==> src/rtl/uart_tx_fifo_if.sv <==
// Handshake bundle shared by the response producer, the TX byte FIFO and the
// UART transmitter; the FIFO is the slave, its environment the master.
interface uart_tx_fifo_if #(
  parameter int PAYLOAD_BITS = 8,
  parameter int DEPTH_LOG2   = 4
);

  logic                    in_valid;
  logic [PAYLOAD_BITS-1:0] in_data;
  logic                    in_ready;
  logic                    out_en;
  logic [PAYLOAD_BITS-1:0] out_data;
  logic                    out_busy;
  logic [DEPTH_LOG2:0]     count;
  logic                    full;
  logic                    empty;
  logic                    overflow;

  modport master (
    output in_valid, in_data, out_busy,
    input  in_ready, out_en, out_data, count, full, empty, overflow
  );

  modport slave (
    input  in_valid, in_data, out_busy,
    output in_ready, out_en, out_data, count, full, empty, overflow
  );

endinterface

==> src/rtl/uart_tx_fifo.sv <==
// Byte FIFO plus launch sequencer: buffers back-to-back response bytes and
// issues one single-cycle enable per byte once the transmitter is idle again.
module uart_tx_fifo #(
  parameter int PAYLOAD_BITS = 8,
  parameter int DEPTH_LOG2   = 4
) (
  input  logic          clk,
  input  logic          resetn,
  uart_tx_fifo_if.slave bus
);

  localparam int DEPTH = 1 << DEPTH_LOG2;
  localparam logic [DEPTH_LOG2:0] FULL_COUNT = {1'b1, {DEPTH_LOG2{1'b0}}};

  typedef enum logic [1:0] {IDLE, WAIT_BUSY, WAIT_DONE} state_t;

  state_t                  state;
  state_t                  state_next;
  logic [PAYLOAD_BITS-1:0] mem [DEPTH];
  logic [DEPTH_LOG2-1:0]   wr_ptr;
  logic [DEPTH_LOG2-1:0]   rd_ptr;
  logic [DEPTH_LOG2:0]     count;
  logic                    full;
  logic                    empty;
  logic                    push;
  logic                    pop;
  logic                    overflow;
  logic                    out_en;
  logic [PAYLOAD_BITS-1:0] out_data;

  // Flags come from the registered count, so a push on a full FIFO is
  // rejected even when a pop happens in the same cycle.
  assign full  = (count == FULL_COUNT);
  assign empty = (count == '0);
  assign push  = bus.in_valid && !full;

  always_ff @(posedge clk or negedge resetn) begin
    if (!resetn) begin
      state <= IDLE;
    end else begin
      state <= state_next;
    end
  end

  always_comb begin
    state_next = state;
    case (state)
      IDLE:      if (!empty && !bus.out_busy) state_next = WAIT_BUSY;
      WAIT_BUSY: if (bus.out_busy)            state_next = WAIT_DONE;
      WAIT_DONE: if (!bus.out_busy)           state_next = IDLE;
      default:                                state_next = IDLE;
    endcase
  end

  always_comb begin
    pop = 1'b0;
    if ((state == IDLE) && !empty && !bus.out_busy) begin
      pop = 1'b1;
    end
  end

  // Storage is not reset; stale entries are unreachable once the pointers clear.
  always_ff @(posedge clk) begin
    if (push) begin
      mem[wr_ptr] <= bus.in_data;
    end
  end

  always_ff @(posedge clk or negedge resetn) begin
    if (!resetn) begin
      wr_ptr   <= '0;
      rd_ptr   <= '0;
      count    <= '0;
      overflow <= 1'b0;
      out_en   <= 1'b0;
      out_data <= '0;
    end else begin
      out_en <= pop;
      if (push) begin
        wr_ptr <= wr_ptr + 1'b1;
      end
      if (pop) begin
        out_data <= mem[rd_ptr];
        rd_ptr   <= rd_ptr + 1'b1;
      end
      case ({push, pop})
        2'b10:   count <= count + 1'b1;
        2'b01:   count <= count - 1'b1;
        default: count <= count;
      endcase
      if (bus.in_valid && full) begin
        overflow <= 1'b1;
      end
    end
  end

  assign bus.in_ready = !full;
  assign bus.out_en   = out_en;
  assign bus.out_data = out_data;
  assign bus.count    = count;
  assign bus.full     = full;
  assign bus.empty    = empty;
  assign bus.overflow = overflow;

endmodule

==> src/flat_wrapper.sv <==
// flat-port wrapper written by rule: the top's interface ports become plain ports
module uart_tx_fifo_flat 
#(
  parameter int PAYLOAD_BITS = 8,
  parameter int DEPTH_LOG2   = 4
)
  (clk, resetn, bus_in_valid, bus_in_data, bus_out_busy, bus_in_ready, bus_out_en, bus_out_data, bus_count, bus_full, bus_empty, bus_overflow);
  uart_tx_fifo_if #(.PAYLOAD_BITS(PAYLOAD_BITS), .DEPTH_LOG2(DEPTH_LOG2)) bus_i ();
  input  logic clk;
  input  logic resetn;
  input wire logic [$bits(bus_i.in_valid)-1:0] bus_in_valid;
  input wire logic [$bits(bus_i.in_data)-1:0] bus_in_data;
  input wire logic [$bits(bus_i.out_busy)-1:0] bus_out_busy;
  output wire logic [$bits(bus_i.in_ready)-1:0] bus_in_ready;
  output wire logic [$bits(bus_i.out_en)-1:0] bus_out_en;
  output wire logic [$bits(bus_i.out_data)-1:0] bus_out_data;
  output wire logic [$bits(bus_i.count)-1:0] bus_count;
  output wire logic [$bits(bus_i.full)-1:0] bus_full;
  output wire logic [$bits(bus_i.empty)-1:0] bus_empty;
  output wire logic [$bits(bus_i.overflow)-1:0] bus_overflow;
  assign bus_i.in_valid = bus_in_valid;
  assign bus_i.in_data = bus_in_data;
  assign bus_i.out_busy = bus_out_busy;
  assign bus_in_ready = bus_i.in_ready;
  assign bus_out_en = bus_i.out_en;
  assign bus_out_data = bus_i.out_data;
  assign bus_count = bus_i.count;
  assign bus_full = bus_i.full;
  assign bus_empty = bus_i.empty;
  assign bus_overflow = bus_i.overflow;
  uart_tx_fifo #(.PAYLOAD_BITS(PAYLOAD_BITS), .DEPTH_LOG2(DEPTH_LOG2)) u_core (.clk(clk), .resetn(resetn), .bus(bus_i));
endmodule
==> config.mk <==
export PLATFORM = sky130hd
export DESIGN_NAME = uart_tx_fifo_flat
export DESIGN_NICKNAME = d
export VERILOG_FILES = /design/src/rtl/uart_tx_fifo_if.sv /design/src/rtl/uart_tx_fifo.sv /design/src/flat_wrapper.sv
export SDC_FILE = /design/constraint.sdc
export NUM_CORES = 1
export LEC_CHECK = 0
export CORE_AREA = 5 5 109 111
export DETAILED_ROUTE_END_ITERATION = 16
export DIE_AREA = 0 0 114 116
export PLACE_DENSITY = 0.75
export SETUP_SLACK_MARGIN = 0.1
export SLEW_MARGIN = 20
export SYNTH_ARGS = -nofsm -noshare
export SYNTH_HDL_FRONTEND = slang
export SYNTH_SLANG_ARGS = --single-unit
==> constraint.sdc <==
create_clock -name clk -period 5.7 [get_ports clk]
set_input_delay 0.855 -clock clk [delete_from_list [all_inputs] [get_ports clk]]
set_output_delay 0.855 -clock clk [all_outputs]
set_load 0.02 [all_outputs]
Word level (Yosys, flattened, before mapping):

Memory sizes are Yosys's and may differ from the RTL's. A register that Yosys moved wholly into a read port is not among the register bits.
Index checks and enable logic that the tools add are counted.
W data, S select, Z words.

* multiplexer cells: 8
* reduce and logical (&&, ||, !) cells: 13
* add/subtract/negate cells: 4
* equal/unequal tests: 8

Operators with widths (count)
* $pmux W5 S2: 1
* $add A4 B1 Y4 const B: 2
* $mux W2: 3
* $pmux W2 S3: 1
* $add A5 B1 Y5 const B: 1
* $eq A5 B5 Y1 const B: 1
* $logic_and A1 B1 Y1: 5
* $logic_not A5 Y1: 1
* $sub A5 B1 Y5 const B: 1
* $eq A2 B1 Y1 const B: 2
* $eq A2 B2 Y1 const B: 2
* $logic_not A1 Y1: 4
* $ne A2 B2 Y1 const B: 2
* $mux W1: 3
* $reduce_and A3 Y1: 1
* $logic_not A2 Y1: 1
* $ne A2 B1 Y1 const B: 1
* $reduce_bool A2 Y1: 1

* logic and storage cells: 40
* bits in registers: 17
* output and inout port bits: 18
* memory bits (writable): 128
* memories: 1
* input bits: 12

Memories
* u_core.mem: depth 16, width 8, rd ports 1, clocked after memory_dff 1, wr ports 1, line uart_tx_fifo.sv:19 `logic [PAYLOAD_BITS-1:0] mem [DEPTH];`

Depth between registers and ports, before layout:

* depth in word-level cells: 7
* mapped depth: 10
* gate-level depth less buffers: 9

Least setup slack after synthesis:

OpenSTA, ideal clock, no wires.

* kind: register to register
* from: reg u_core.count[3] (netlist: u_core.bus.count[3])
* to: reg u_core.count[4] (netlist: u_core.bus.count[4])
* path buffers: 1
* stages on the path, launching flop included: 10
* arrival time: 2719 ps
* setup time: 81 ps
* period minus slack after synthesis: 2800 ps
* path slack: 2900 ps
* data required time: 5619 ps
* path through: dfrtp_1 -> or3_4 -> o31a_1 -> buf_2 -> ha_1 -> fa_1 -> a21o_1 -> a21oi_1 -> mux2i_1 -> xnor2_1

* longest elaborated chain between the ends: 7
* elaborated cells on any way between the ends: 14
* classes of those cells: add/sub: 2; eq/ne: 3; mux: 2; reduce/logical: 7

Ends and longest elaborated chain
* start: declaration: line uart_tx_fifo.sv:22 `logic [DEPTH_LOG2:0] count;`
* start signal: assignment: line uart_tx_fifo.sv:87 `2'b10: count <= count + 1'b1;`
* start signal: assignment: line uart_tx_fifo.sv:88 `2'b01: count <= count - 1'b1;`
* start signal: assignment: line uart_tx_fifo.sv:89 `default: count <= count;`
* $logic_not A5 Y1 (*): line uart_tx_fifo.sv:34 `assign empty = (count == '0);`
* $logic_not A1 Y1 (*): line uart_tx_fifo.sv:57 `if ((state == IDLE) && !empty && !bus.out_busy) begin`
* $logic_and A1 B1 Y1 (*) (2 in a row): line uart_tx_fifo.sv:57
* $mux W1 (*): line uart_tx_fifo.sv:57
* net u_core.pop: line uart_tx_fifo.sv:26 `logic pop;`
* $eq A2 B1 Y1 or $eq A2 B2 Y1 (tied branches): line uart_tx_fifo.sv:86 `case ({push, pop})`
* $pmux W5 S2 or $reduce_bool A2 Y1 (tied branches)

The timed path passes the listed nets; every way through them passes the cells marked *.
A chain may end at the register's enable or synchronous reset.

Worst setup path in the final report:

* from: reg u_core.count[3] (netlist: u_core.bus.count[3])
* to: out bus_full

* longest elaborated chain between the ends: 1

Ends and longest elaborated chain
* $eq A5 B5 Y1: line uart_tx_fifo.sv:33 `assign full = (count == FULL_COUNT);`
* end: declaration: line flat_wrapper.sv:18 `output wire logic [$bits(bus_i.full)-1:0] bus_full;`

No other way between the ends.

==> impl_results.md <==
* Distinct cells, synth at 32
* Syn Area/Cell at 19.3 um^2
* CP top delay family: simple AND/OR/NAND/NOR gates
* Compound-gate portion of the synthesized area at 3.85%
* IO Count at 30
* Sw power at 1.16 mW
* Pre-Repair DR Iteration Count at 5
* XOR/XNOR Fraction of Synth Area at 1.58%
* Critical path arrival at 2.38 ns
* Worst Setup End Kind: output pin
* Setup TNS at 0 ns
* Final period utilization at 56.8%
* Leakage at 2.38 nW
* Initial antenna violation count at 0
* Total Nets Final at 368
* Worst path max stage delay at 0.61 ns
* Synthesized area at 6110 um^2
* Final ANT Viol Nets at 0
* Die width at 114 um
* Die Area at 13200 um^2
* H-tree Lvls at 4
* GRT Max-Usage Layer: met2
* Postcts setup bufs at 0
* Clock buffer depth at 2
* Yosys warns at 0
* Post-route cell area at ~7000 um^2
* Buf/Inv on CP at 2
* Combinational power share at 28.9%
* Critical path's slowest cell: clkdlybuf4s50_1
* Endpoints failing setup at 0
* Dpl cell area at roughly 6500 um^2
* Status: finished, final reports clean
* Clock Skew at 0.00726 ns
* Fmax achieved at about 310 MHz
* Hold Buf Count CTS at 0
* Asr flop ratio synth at between 15 and 20%
* CTS clk-pin slew, worst paths at 0.07 ns
* Register area at 4470 um^2
* RSZ-0062 raised after global routing: no
* All-Layer GR Usage at 19.7%
* Global-route wire length before repair at 18600 um
* Largest net degree at the start of global routing at 36
* Worst Path Max Fanout at 5
* Post-Syn Instances at about 320
* DPL Wire Length at around 7200 um
* CTS Sinks at 153
* CP required at approximately 4.9 ns
* Post-cts resize count at 0
* Post-synth net total at 338
* Number of global-route vias before repair at 3180
* Worst hold path type: in2async
* Final Hold Violating Endpoints at 0
* Final slew viol count at 0
* Row count at 38
* Via count at 2967
* Seq cells post-synth at 153
* Max_cap viols at 0
* Largest family of logic cells by synthesized area: multiplexers
* Post-synthesis mux area share at around 14%
* Drt total wl at 11700 um
* Area growth syn-to-layout at 15.4%
* RD Place Congestion at 0.815
* Switch share at 31.9%
* Total CTS buffers at 17
* Simple-Gate Fraction of Synth Area at 3.73%
* Core box area at ~11000 um^2
* IO Port Bufs at 29
* Met2 usage in global routing at 31.8%
* Seq pwr share at 43.3%
* Routed len/inst at approximately 23 um
* Max IR drop VDD at 0.000423 V
* Share of cells above drive strength 1 at 23.1%
* Grt ovf at 0
* Seq/Total Area, Yosys at approximately 73%
* CTS tree: yes
* Most common cell after layout, fill and taps aside: edfxtp_1
* Met3 Use GR at under 10%
* EDFF count, synth at 128
* Main synth FF type: edfxtp_1
* Setup crit start kind: flip-flop
* GR Util met1 at approximately a quarter
* Worst slew pin tran at 0.929 ns
* Post-route worst setup slack at 2.46 ns
* Critical Path, Cell by Cell: or3_4 > or3_1 > inv_1 > clkdlybuf4s50_1
* Chip Height at ~120 um
* Drt via density at ~5.9
* Pint at 2.49 mW
* Slew headroom at 37.8%
* Clock Power Share at 27.8%
* Pwr Density at 518 nW/um^2
* WS Path Type: reg2out
* Crit path time final at 3.24 ns
* Drt initial violations at roughly 270
* Clk_lat worst skew at between 0.5 and 0.6 ns
* Multi-input gate area at 1550 um^2
* Adder-cell area share of the yosys netlist at 2.17%
* Commonest non-fill, non-tap cells in the layout: edfxtp_1, mux4_2, clkdlybuf4s50_1, dfrtp_1, nor2_1
* Initial Utilization at 57.1%
* DRC at 0
* CTS root buffer: clkbuf_8
* Dpl ws at between 1.5 and 2 ns
* Antenna cell count at 0
* Fillers at roughly 740
[through the flow]
| step | util, % | hold slack [ns] | total power [mW] | cells |
|---|---|---|---|---|
| finish | 65.9 | 0.321 | 3.65 | 499 |
| global route | 65.9 | 0.352 | 3.84 | 499 |
| CTS | 65.9 | 0.323 | 3.68 | 499 |
| detailed placement | 60.8 | 0.459 | 2.66 | 467 |
| global placement | 60.7 | 0.440 | 2.62 | 467 |
| floorplan | - | 0.451 | 2.32 | 316 |
[cells by family (layout without fill, tap and decap cells)]
logic type / count (synthesis) / count (layout)
AND/OR/NAND/NOR: 49 / 49
flip-flops: 153 / 153
multiplexers: 43 / 43
AO/OA/AOI/OAI: 26 / 26
adder cells (fa/ha/maj): 10 / 10
XOR/XNOR: 11 / 11
buffers and inverters: 24 / 67
[area by class of cell]
class	count	share of cell area (%)
well taps	140	2.49
flip-flops and latches	153	63.5
inverters	5	0.266
clock inverters	14	1.78
multi-input cells	139	21.9
clock buffers	18	5.93
repair buffers	30	4.15
[registers in the layout, summed over array words and instances (netlist names)]
signal and cells:
u_core.mem 128, u_core.state 2, u_core.bus.out_data 8, u_core.rd_ptr 4
u_core.bus.overflow 1, u_core.wr_ptr 4, u_core.bus.count 5, u_core.bus.out_en 1
[routing by layer]
| metal | up-vias | wire length (um) |
|---|---|---|
| met4 | 0 | 187 |
| met1 | 1530 | 4940 |
| met5 | - | 0 |
| met3 | 14 | 684 |
| met2 | 110 | 5840 |
| li1 | 1313 | - |
[power by group through the flow]
stage | Combinational [mW] | Sequential [mW] | Clock, mW
2_1_floorplan | 0.776 | 1.54 | 0
3_3_place_gp | 1.03 | 1.58 | 0
3_5_place_dp | 1.06 | 1.60 | 0
4_1_cts | 1.07 | 1.58 | 1.03
5_1_grt | 1.15 | 1.61 | 1.08
6_report | 1.06 | 1.58 | 1.02
[cells in the mapped netlist, types with 2 or more instances]
cell type,count,area share (%)
a21o_1,3,0.37
a21oi_1,2,0.16
a221oi_2,8,2.0
and2_1,2,0.20
buf_1,3,0.18
buf_2,4,0.33
buf_4,3,0.37
clkbuf_1,8,0.49
dfrtp_1,25,10
edfxtp_1,128,63
ha_1,9,1.8
inv_1,5,0.31
mux2_2,2,0.37
mux2i_1,9,1.5
mux4_2,32,12
nand2_1,9,0.55
nand2b_1,3,0.31
nand4_1,2,0.20
nor2_1,21,1.3
nor3_1,7,0.57
o21ai_0,3,0.25
o22ai_1,8,0.82
o31a_1,2,0.29
xnor2_1,8,1.1
xor2_1,3,0.43
[final timing paths]
kind / start / endpoint / slack, ns / cells after the start
worst min-delay path: resetn / u_core.bus.count[1]$_DFFE_PN0P_ / 0.32 / 1
worst max register to register: u_core.bus.count[3]$_DFFE_PN0P_ / u_core.bus.count[4]$_DFFE_PN0P_ / 2.66 / 8
worst max-delay path: u_core.bus.count[3]$_DFFE_PN0P_ / bus_full / 2.46 / 4
min in group clk: u_core.bus.overflow$_DFFE_PN0P_ / u_core.bus.overflow$_DFFE_PN0P_ / 0.47 / 1
worst min register to register: u_core.bus.overflow$_DFFE_PN0P_ / u_core.bus.overflow$_DFFE_PN0P_ / 0.47 / 1
max in group asynchronous: resetn / u_core.rd_ptr[0]$_DFFE_PN0P_ / 4.96 / 1
(Power assumes the default switching activity.)
